===== src/rtl/compute_read_load_pkg.sv =====
// Shared Dilithium constants, lane layout and load FSM encoding for compute_read_load.
package compute_read_load_pkg;

  localparam int unsigned DIL_Q        = 8380417;
  localparam int unsigned DIL_NUM_COEF = 256;

  localparam int unsigned COEF_W   = 23;
  localparam int unsigned ADDR_W   = 8;
  localparam int unsigned CNT_W    = 7;
  localparam int unsigned TDATA_W  = 64;
  localparam int unsigned EVEN_LSB = 0;
  localparam int unsigned ODD_LSB  = 32;

  typedef enum logic [1:0] {
    ST_IDLE  = 2'd0,
    ST_LOAD  = 2'd1,
    ST_FLUSH = 2'd2
  } load_state_e;

  typedef struct packed {
    logic [COEF_W-1:0] odd;
    logic [COEF_W-1:0] even;
  } coef_pair_t;

endpackage


===== src/rtl/compute_read_load_coef_lane_reduce.sv =====
// Single-lane conditional subtract of Q; only built when LOAD_RANGE_CHECK_EN is defined.
`ifdef LOAD_RANGE_CHECK_EN
module coef_lane_reduce
  import compute_read_load_pkg::*;
#(
  parameter int unsigned Q = DIL_Q
) (
  input  logic [COEF_W-1:0] coef_i,
  output logic [COEF_W-1:0] coef_c,
  output logic              oor_c
);

  localparam logic [COEF_W-1:0] QV = COEF_W'(Q);

  // Fold any value at or above Q back by one modulus
  always_comb begin
    oor_c  = (coef_i >= QV);
    coef_c = oor_c ? (coef_i - QV) : coef_i;
  end

endmodule
`endif


===== src/rtl/compute_read_load.sv =====
// Streams NUM_COEF/2 coefficient pairs from a FIFO into a dual-port coefficient RAM.
// Optional range folding/flagging is enabled by defining LOAD_RANGE_CHECK_EN.
module compute_read_load
  import compute_read_load_pkg::*;
#(
  parameter int unsigned Q        = DIL_Q,
  parameter int unsigned NUM_COEF = DIL_NUM_COEF
) (
  input  logic               clk,
  input  logic               rst_n,
  input  logic               load_start,
  output logic               load_busy,
  output logic               load_done,
  input  logic               Read_FIFO_tvalid,
  input  logic [TDATA_W-1:0] Read_FIFO_tdata,
  output logic               Read_FIFO_tready,
  output logic               coef_ena,
  output logic               coef_wea,
  output logic [ADDR_W-1:0]  coef_addra,
  output logic [COEF_W-1:0]  coef_dina,
  output logic               coef_enb,
  output logic               coef_web,
  output logic [ADDR_W-1:0]  coef_addrb,
  output logic [COEF_W-1:0]  coef_dinb,
  output logic               range_err
);

  localparam int unsigned LAST_BEAT = NUM_COEF / 2 - 1;

  load_state_e        state_q, state_d;
  logic [CNT_W-1:0]   cnt_q, cnt_d;
  logic               wr_q, wr_d;
  logic [ADDR_W-1:0]  addra_q, addra_d;
  logic [ADDR_W-1:0]  addrb_q, addrb_d;
  logic [COEF_W-1:0]  dina_q, dina_d;
  logic [COEF_W-1:0]  dinb_q, dinb_d;
  logic               busy_q, busy_d;
  logic               done_q, done_d;

  logic               accept;
  logic               start_acc;
  logic               last_beat;
  coef_pair_t         pair;
  logic [COEF_W-1:0]  even_w, odd_w;
  logic               unused_bits;

  assign pair = coef_pair_t'({Read_FIFO_tdata[ODD_LSB +: COEF_W],
                              Read_FIFO_tdata[EVEN_LSB +: COEF_W]});
  assign unused_bits = ^{Read_FIFO_tdata[ODD_LSB-1:EVEN_LSB+COEF_W],
                         Read_FIFO_tdata[TDATA_W-1:ODD_LSB+COEF_W]};

  assign Read_FIFO_tready = (state_q == ST_LOAD);
  assign accept    = Read_FIFO_tready & Read_FIFO_tvalid;
  assign start_acc = (state_q == ST_IDLE) & load_start;
  assign last_beat = accept & (cnt_q == CNT_W'(LAST_BEAT));

`ifdef LOAD_RANGE_CHECK_EN
  logic oor_even, oor_odd;
  logic err_q, err_d;

  coef_lane_reduce #(.Q(Q)) u_reduce_even (
    .coef_i (pair.even),
    .coef_c (even_w),
    .oor_c  (oor_even)
  );

  coef_lane_reduce #(.Q(Q)) u_reduce_odd (
    .coef_i (pair.odd),
    .coef_c (odd_w),
    .oor_c  (oor_odd)
  );

  // Sticky range flag, cleared by an accepted start
  always_comb begin
    err_d = err_q;
    if (start_acc) begin
      err_d = 1'b0;
    end else if (accept) begin
      err_d = err_q | oor_even | oor_odd;
    end
  end

  // Range flag register
  always_ff @(posedge clk or negedge rst_n) begin
    if (!rst_n) begin
      err_q <= 1'b0;
    end else begin
      err_q <= err_d;
    end
  end

  assign range_err = err_q;
`else
  localparam int unsigned unused_q = Q;

  assign even_w    = pair.even;
  assign odd_w     = pair.odd;
  assign range_err = 1'b0;
`endif

  // State register
  always_ff @(posedge clk or negedge rst_n) begin
    if (!rst_n) begin
      state_q <= ST_IDLE;
    end else begin
      state_q <= state_d;
    end
  end

  // Next-state logic; FLUSH lasts exactly the final write cycle
  always_comb begin
    state_d = state_q;
    case (state_q)
      ST_IDLE:  if (load_start) state_d = ST_LOAD;
      ST_LOAD:  if (last_beat)  state_d = ST_FLUSH;
      ST_FLUSH: state_d = ST_IDLE;
      default:  state_d = ST_IDLE;
    endcase
  end

  // Output/datapath next values: accepted beat becomes a RAM write one cycle later
  always_comb begin
    cnt_d   = cnt_q;
    wr_d    = 1'b0;
    addra_d = '0;
    addrb_d = '0;
    dina_d  = '0;
    dinb_d  = '0;
    busy_d  = (state_d != ST_IDLE);
    done_d  = (state_q == ST_FLUSH);
    if (start_acc) begin
      cnt_d = '0;
    end
    if (accept) begin
      wr_d    = 1'b1;
      addra_d = {cnt_q, 1'b0};
      addrb_d = {cnt_q, 1'b1};
      dina_d  = even_w;
      dinb_d  = odd_w;
      if (!last_beat) begin
        cnt_d = cnt_q + CNT_W'(1);
      end
    end
  end

  // Datapath and status registers
  always_ff @(posedge clk or negedge rst_n) begin
    if (!rst_n) begin
      cnt_q   <= '0;
      wr_q    <= 1'b0;
      addra_q <= '0;
      addrb_q <= '0;
      dina_q  <= '0;
      dinb_q  <= '0;
      busy_q  <= 1'b0;
      done_q  <= 1'b0;
    end else begin
      cnt_q   <= cnt_d;
      wr_q    <= wr_d;
      addra_q <= addra_d;
      addrb_q <= addrb_d;
      dina_q  <= dina_d;
      dinb_q  <= dinb_d;
      busy_q  <= busy_d;
      done_q  <= done_d;
    end
  end

  assign coef_ena   = wr_q;
  assign coef_wea   = wr_q;
  assign coef_enb   = wr_q;
  assign coef_web   = wr_q;
  assign coef_addra = addra_q;
  assign coef_addrb = addrb_q;
  assign coef_dina  = dina_q;
  assign coef_dinb  = dinb_q;
  assign load_busy  = busy_q;
  assign load_done  = done_q;

endmodule

===== config.mk =====
export PLATFORM = sky130hd
export DESIGN_NAME = compute_read_load
export DESIGN_NICKNAME = d
export VERILOG_FILES = /design/src/rtl/compute_read_load_pkg.sv /design/src/rtl/compute_read_load_coef_lane_reduce.sv /design/src/rtl/compute_read_load.sv
export SDC_FILE = /design/constraint.sdc
export NUM_CORES = 1
export LEC_CHECK = 0
export ABC_AREA = 1
export CORE_ASPECT_RATIO = 0.9
export CORE_MARGIN = 2
export CORE_UTILIZATION = 41
export CTS_CLUSTER_DIAMETER = 60
export DETAILED_ROUTE_END_ITERATION = 8
export GPL_TIMING_DRIVEN = 1
export PLACE_DENSITY = 0.85
export SYNTH_ARGS = -nofsm -noshare
export SYNTH_HDL_FRONTEND = slang
export SYNTH_SLANG_ARGS = --single-unit

===== constraint.sdc =====
create_clock -name clk -period 1.8 [get_ports clk]
set_input_delay 0.27 -clock clk [delete_from_list [all_inputs] [get_ports clk]]
set_output_delay 0.27 -clock clk [all_outputs]
set_load 0.05 [all_outputs]

==> results.md, run 1 <==
- TritonCTS buffer count: 9
- DRC viols: 11
- RD Place Congestion: around 0.84
- Share of layout cells above drive strength 1: 11.9%
- Placed Cells: around 420
- Max-Cap Viols: 0
- Clock sinks: 65
- Clock Skews: 0.00845 ns
- Final net count: about 430
- Setup_tns: 0 ns
- Starting Density: 42.9%
- Root Buffer: clkbuf_8
- Post-synthesis register bit count: 65
- Via count: 1889
- Mapped Area: roughly 2500 um^2
- Antenna fix cells: 0
- Sequential area share after synthesis: 65.8%
- # IOs: 138
- Endpoints failing setup: 0
- Syn_area_per_cell: around 10 um^2
- CTS tree: done
- Crit Path Class: flop to output pin
- Port Buffer Count: between 100 and 150
- Critical Path RT: 1.53 ns
- Die ar.: approximately 6700 um^2
- HP Class: flop to flop
- Startpoint types: flop
- Clk buf depth: 2
- Fin crit share: about 100%
- Sequence of cells on the critical path: clkdlybuf4s50_1
- Slack of the critical path: 0.0495 ns
- Syn Inst Count: 245
- Post-Layout Cell Count: 432
- Place WS: around 0.24 ns
- Critical-path top delay cell: clkdlybuf4s50_1
- Routed length per placed instance: ~12 um
- Fmax: between 500 and 600 MHz
- Clk_lat worst skew: 0.32 ns
- Die Height: 77.7 um
- Initial antenna violation count: 0
- Area Overhead vs Synth: 54.2%
- Num rows: 26
- Final ANT Viol Nets: 0
- Max Slew Vio Count: 0
- Starting DRT DRC Count: 101
- Kind of cell adding the most delay to the critical path: buffers and inverters
- Worst slew pin tran: 0.529 ns
- Pwr dens: 1060 nW/um^2
- Worst EP arrival: ~1.5 ns
- Unique masters post-synth: 20
- Buffers plus inverters on the worst setup path: 1
- Leakage power: 1.99 nW
- Max_slew headroom: 64.7%
- # H-tree levels: 3
- Worst VDD drop: 445 uV
- Setup bufs post-CTS: 0
- Routed wire length: 5290 um
- Post-DR vias/cell: 4.37
- Pin count of the biggest net entering global routing: 66
- CTS clk-pin slew, worst paths: 0.07 ns
- Worst Path Max Fanout: 2
- Outcome: finished, violations left
- Core area: 5760 um^2
- Total power: 4.05 mW
- GRT Total Usage: between 10% and 20%
- Failing checks: DRC
- Unrepaired setup endpoints after global routing: false
- FILL cells: about 460
- CP Capture Type: output pin
- DP HPWL: 3730 um
- Crit path time final: 1.75 ns
- Crit-path max cell delay: 0.80 ns
- First-pass GRT wire length: 8560 um
- Number of global-route vias before repair: roughly 1.9k
- Endpoints failing hold: 0
- Global route total overflow: 0
- Pre-Repair DR Iteration Count: 7
- Yosys warnings: 0
- Die Wd: approximately 86 um
## cells by family after synthesis
logic type	count (synthesis)	share of synthesized area [%]
adder cells (fa/ha/maj)	1	0.506
AND/OR/NAND/NOR	93	16.5
AO/OA/AOI/OAI	8	1.92
buffers and inverters	76	14.7
other	1	0.152
flip-flops	65	65.8
XOR/XNOR	1	0.354
## cells in the mapped netlist
cell | number | share of area, %
nand2_1 | 21 | 3.2
nor2_4 | 1 | 0.46
nor3_1 | 1 | 0.20
nand4_1 | 2 | 0.51
o21ai_0 | 5 | 1.0
nand3_1 | 9 | 1.8
ha_1 | 1 | 0.51
inv_2 | 1 | 0.15
inv_1 | 55 | 8.4
o21bai_1 | 3 | 0.91
nand2_2 | 1 | 0.25
dfrtp_1 | 65 | 66
nor2_2 | 12 | 3.0
and2_1 | 1 | 0.25
buf_4 | 14 | 4.3
buf_6 | 3 | 1.4
conb_1 | 1 | 0.15
nor2_1 | 45 | 6.8
xor2_1 | 1 | 0.35
buf_2 | 3 | 0.61
## cells in the final DEF (no fill, tap or decap)
master	Yosys	routed
ha_1	1	1
buf_12	0	2
o21bai_1	3	3
clkbuf_8	0	11
buf_4	14	11
nor2_1	45	45
xor2_1	1	1
bufinv_16	0	1
inv_2	1	1
buf_2	3	1
nand4_1	2	2
clkdlybuf4s50_1	0	103
nor3_1	1	1
and2_1	1	1
dfrtp_1	65	65
conb_1	1	2
nand3_1	9	9
dlymetal6s2s_1	0	3
clkinv_2	0	2
inv_1	55	55
clkbuf_1	0	1
dlygate4sd3_1	0	1
nor2_4	1	1
nor2_2	12	12
o21ai_0	5	5
nand2_1	21	21
nand2_2	1	1
## cell type report
| class | instances | area [um^2] | area share (%) |
|---|---|---|---|
| clock buffer | 12 | 155 | 4.07 |
| clock inverter | 3 | 40.0 | 1.05 |
| inverter | 56 | 210 | 5.52 |
| multi-input combinational | 105 | 485 | 12.7 |
| sequential | 65 | 1630 | 42.7 |
| tap | 70 | 87.6 | 2.30 |
| timing repair buffer | 121 | 1210 | 31.6 |
## stage by stage
stage | utilization, % | hold slack (ns) | area [um^2]
final | 66.2 | 0.448 | 3810
after global routing | 66.2 | 0.446 | 3810
after CTS | 66.1 | 0.443 | 3800
after detailed placement | 62.5 | 0.312 | 3600
after global placement | 62.5 | 0.307 | 3600
after floorplan | - | -0.0256 | 2480
## power breakdown
| part | switching (mW) | leakage, nW | internal (mW) |
|---|---|---|---|
| clock network | 0.506 | 0.102 | 0.704 |
| logic | 0.724 | 1.04 | 0.400 |
| registers | 0.113 | 0.847 | 1.60 |
| total | 1.34 | 1.99 | 2.71 |
## final timing paths
check                                          end  slack [ns]  cells past startpoint                     from
max                                  coef_addrb[6]        0.05                      1  coef_addrb[6]$_DFF_PN0_
min                            load_done$_DFF_PN0_        0.45                      1     state_q[0]$_DFF_PN0_
max reg2reg                    load_busy$_DFF_PN0_        0.34                      6       cnt_q[1]$_DFF_PN0_
min reg2reg                    load_done$_DFF_PN0_        0.45                      1     state_q[0]$_DFF_PN0_
max in group asynchronous  coef_addrb[4]$_DFF_PN0_        1.04                      3                    rst_n
min in group asynchronous   coef_dina[1]$_DFF_PN0_        0.49                      3                    rst_n
## metal layers
layer  up-vias  wire [um]  track usage [%]
met5         -          0                0
met4         0         40             5.24
met3         5        406             6.06
met2        66       2850             30.9
met1       908       1990             17.6
li1        910          -                -
## repair_timing
action,4_1_cts,5_1_grt
gates resized for setup,0,3
setup endpoints to repair,0,4
endpoints found under the hold margin,65,0
hold buffers,1,0
## flip-flops by register name (all words and copies together), names as in the netlist
signal	count
load_busy	1
coef_dinb	23
state_q	2
coef_dina	23
coef_addrb	7
coef_addra	1
cnt_q	7
load_done	1
Power figures use the tool's default switching activity.
==> run 2: changes to the inputs <==
--- a/config.mk
+++ b/config.mk
@@ -5,14 +5,14 @@
 export SDC_FILE = /design/constraint.sdc
 export NUM_CORES = 1
 export LEC_CHECK = 0
-export ABC_AREA = 1
 export CORE_ASPECT_RATIO = 0.9
 export CORE_MARGIN = 2
 export CORE_UTILIZATION = 41
 export CTS_CLUSTER_DIAMETER = 60
 export DETAILED_ROUTE_END_ITERATION = 8
 export GPL_TIMING_DRIVEN = 1
-export PLACE_DENSITY = 0.85
+export HOLD_SLACK_MARGIN = 0.05
+export PLACE_DENSITY = 0.91
 export SYNTH_ARGS = -nofsm -noshare
 export SYNTH_HDL_FRONTEND = slang
 export SYNTH_SLANG_ARGS = --single-unit
==> run 2 against run 1 <==
  * The flow now finishes without violations
  * Die area fell by 3.0%
  * Count of clock-buffer cells in the layout did not move
  * Core utilization barely moved
  * Combinational power fell by 9%
  * Power fell by 0.42%
  * Critical endpoint is now coef_addra[4]
  * Highest routed layer unchanged
==> results.md, run 2 <==
- Leakage power: around 1.8 nW
- Ranking of synthesized cells by area: dfrtp_1, and2_1, buf_4, buf_6, a22o_1
- Crit-path max cell delay: 0.81 ns
- Syn Inst Count: 179
- CTS clk-pin slew, worst paths: about 0.07 ns
- Post-synth EDFFs: 0
- Worst Path Max Fanout: 2
- Most frequent cells in the layout: clkdlybuf4s50_1, dfrtp_1, and2_1
- Critical-path top delay cell: clkdlybuf4s50_1
- Pwr dens: 1080 nW/um^2
- Placed Area: approximately 3500 um^2
- Yosys warnings: 0
- Worst VDD drop: 698 uV
- Clock Skews: ~0.0064 ns
- Clk buf depth: 2
- Area Overhead vs Synth: 56.5%
- Die Wd: 84.6 um
- # H-tree levels: 3
- Starting Density: 42.3%
- Asr flop ratio synth: 100%
- Commonest non-fill, non-tap cell in the layout: clkdlybuf4s50_1
- Post-synthesis register bit count: 65
- Max-Cap Viols: 0
- Die Height: 76.5 um
- Mapped Area: 2390 um^2
- Post-DR vias/cell: 4.51
- Setup bufs post-CTS: 0
- Antenna fix cells: 0
- Placed Cells: 351
- Setup_tns: 0 ns
- Final ANT Viol Nets: 0
- Post-Layout Cell Count: around 370
- Port Buffer Count: 117
- Max Slew Vio Count: 0
- Unique masters post-synth: 32
- FILL cells: approximately 430
- Buffers plus inverters on the worst setup path: 1
- Endpoints failing setup: 0
- Routed length per placed instance: 13.4 um
- Clock sinks: 65
- Global route total overflow: 0
- Fmax: 570 MHz
- Syn_area_per_cell: 13.4 um^2
- Outcome: complete, no violations
- Unrepaired setup endpoints after global routing: false
- Count leader, synth: dfrtp_1
- Yosys top cell by area: dfrtp_1
- Pin count of the biggest net entering global routing: 66
- Synth top area share: 67.9%
- Endpoints failing hold: 0
- Fin area: 3750 um^2
- # IOs: 138
- RD Place Congestion: between 0.8 and 0.9
- CP Capture Type: output pin
- Routed wire length: 4910 um
- Final net count: 362
- Fin crit share: 97.5%
- Share of layout cells above drive strength 1: roughly 11%
- Critical Path RT: between 1.5 and 2 ns
- DP HPWL: 3540 um
- Die ar.: 6470 um^2
- Worst EP arrival: about 1.5 ns
- Max_slew headroom: approximately 65%
- First-pass GRT wire length: around 7700 um
- Crit path time final: between 1.5 and 2 ns
- Root Buffer: clkbuf_8
- Clk_lat worst skew: 0.32 ns
- Sequential area share after synthesis: 67.9%
- Sequential Area: 1630 um^2
- CTS tree: done
- Synth Flop Type: dfrtp_1
- Startpoint types: flop
- Initial antenna violation count: 0
- Hold Slack: 0.496 ns
- GRT Total Usage: 15.4%
- Post-synth top cells: dfrtp_1, and2_1, buf_4, buf_6, o21ai_0
- Crit Path Class: flop to output pin
- Sequence of cells on the critical path: clkdlybuf4s50_1
- HP Class: input pin to async pin
- Kind of cell adding the most delay to the critical path: buffers and inverters
- DRC viols: 0
- Num rows: 26
- Worst slew pin tran: slightly above 0.5 ns
- Total power: 4.03 mW
- Core area: roughly 5700 um^2
- Via count: 1655
- Starting DRT DRC Count: 40
- Pre-Repair DR Iteration Count: 4
- TritonCTS buffer count: 9
- Number of global-route vias before repair: 1652
- Area of the multi-input gates: around 600 um^2
run 2: kinds of logic (layout without fill, tap and decap cells):
logic type	count (synthesis)	in the layout	synth area share, %
buf+inv	23	140	7.31
flops	65	65	67.9
simple gates	72	72	19.0
xor+xnor	2	2	0.732
compound gates	15	15	4.34
other cells	1	2	0.157
fa+ha+maj	1	1	0.522
run 2: cell type report:
type	instances	area share, %
tap	70	2.34
timing repair buffer	121	32.3
clock buffer	12	3.87
multi-input combinational	92	15.9
inverter	4	0.434
sequential	65	43.4
clock inverter	3	1.74
run 2: path summary, 6_finish.rpt:
kind	start	to	slack (ns)	cells after the start
worst max-delay path	coef_addrb[4]$_DFF_PN0_	coef_addra[4]	0.05	1
worst min-delay path	rst_n	coef_dinb[7]$_DFF_PN0_	0.50	3
worst max register to register	cnt_q[0]$_DFF_PN0_	cnt_q[2]$_DFF_PN0_	0.28	5
worst min register to register	state_q[1]$_DFF_PN0_	load_done$_DFF_PN0_	0.53	1
max in group asynchronous	rst_n	coef_dina[18]$_DFF_PN0_	1.03	3
min in group clk	Read_FIFO_tdata[4]	coef_dina[4]$_DFF_PN0_	0.50	2
run 2: where the power goes:
group	internal, mW	leakage [nW]	switching (mW)	total (mW)
clock	0.809	0.106	0.503	1.31
sequential	1.59	0.846	0.101	1.70
combinational	0.397	0.858	0.626	1.02
run 2: layer usage:
metal	share of wire, %	track usage [%]
met3	8.5	6.07
met4	0.20	5.71
met5	0	0
met1	40	17.2
met2	51	26.3
run 2: metrics by stage:
stage / worst slack, ns / utilization (%)
2_1_floorplan: 0.388 / -
3_3_place_gp: 0.283 / 62.0
3_5_place_dp: 0.248 / 62.0
4_1_cts: 0.00848 / 65.9
5_1_grt: 0.00480 / 66.2
6_report: 0.0458 / 66.2
run 2: timing repair:
action                                 4_1_cts  5_1_grt
setup endpoints to repair                    1        8
endpoints found under the hold margin       65        0
hold buffers                                 1        0
gates resized for setup                      1        7
==> run 3: changes to the inputs <==
--- a/config.mk
+++ b/config.mk
@@ -15,4 +15,5 @@
 export PLACE_DENSITY = 0.91
 export SYNTH_ARGS = -nofsm -noshare
 export SYNTH_HDL_FRONTEND = slang
+export SYNTH_HIERARCHICAL = 1
 export SYNTH_SLANG_ARGS = --single-unit
==> results of run 3 <==
Final layout, timing and power as in run 2 (identical DEF).
Among the figures that moved: Yosys warning count 0 -> 6
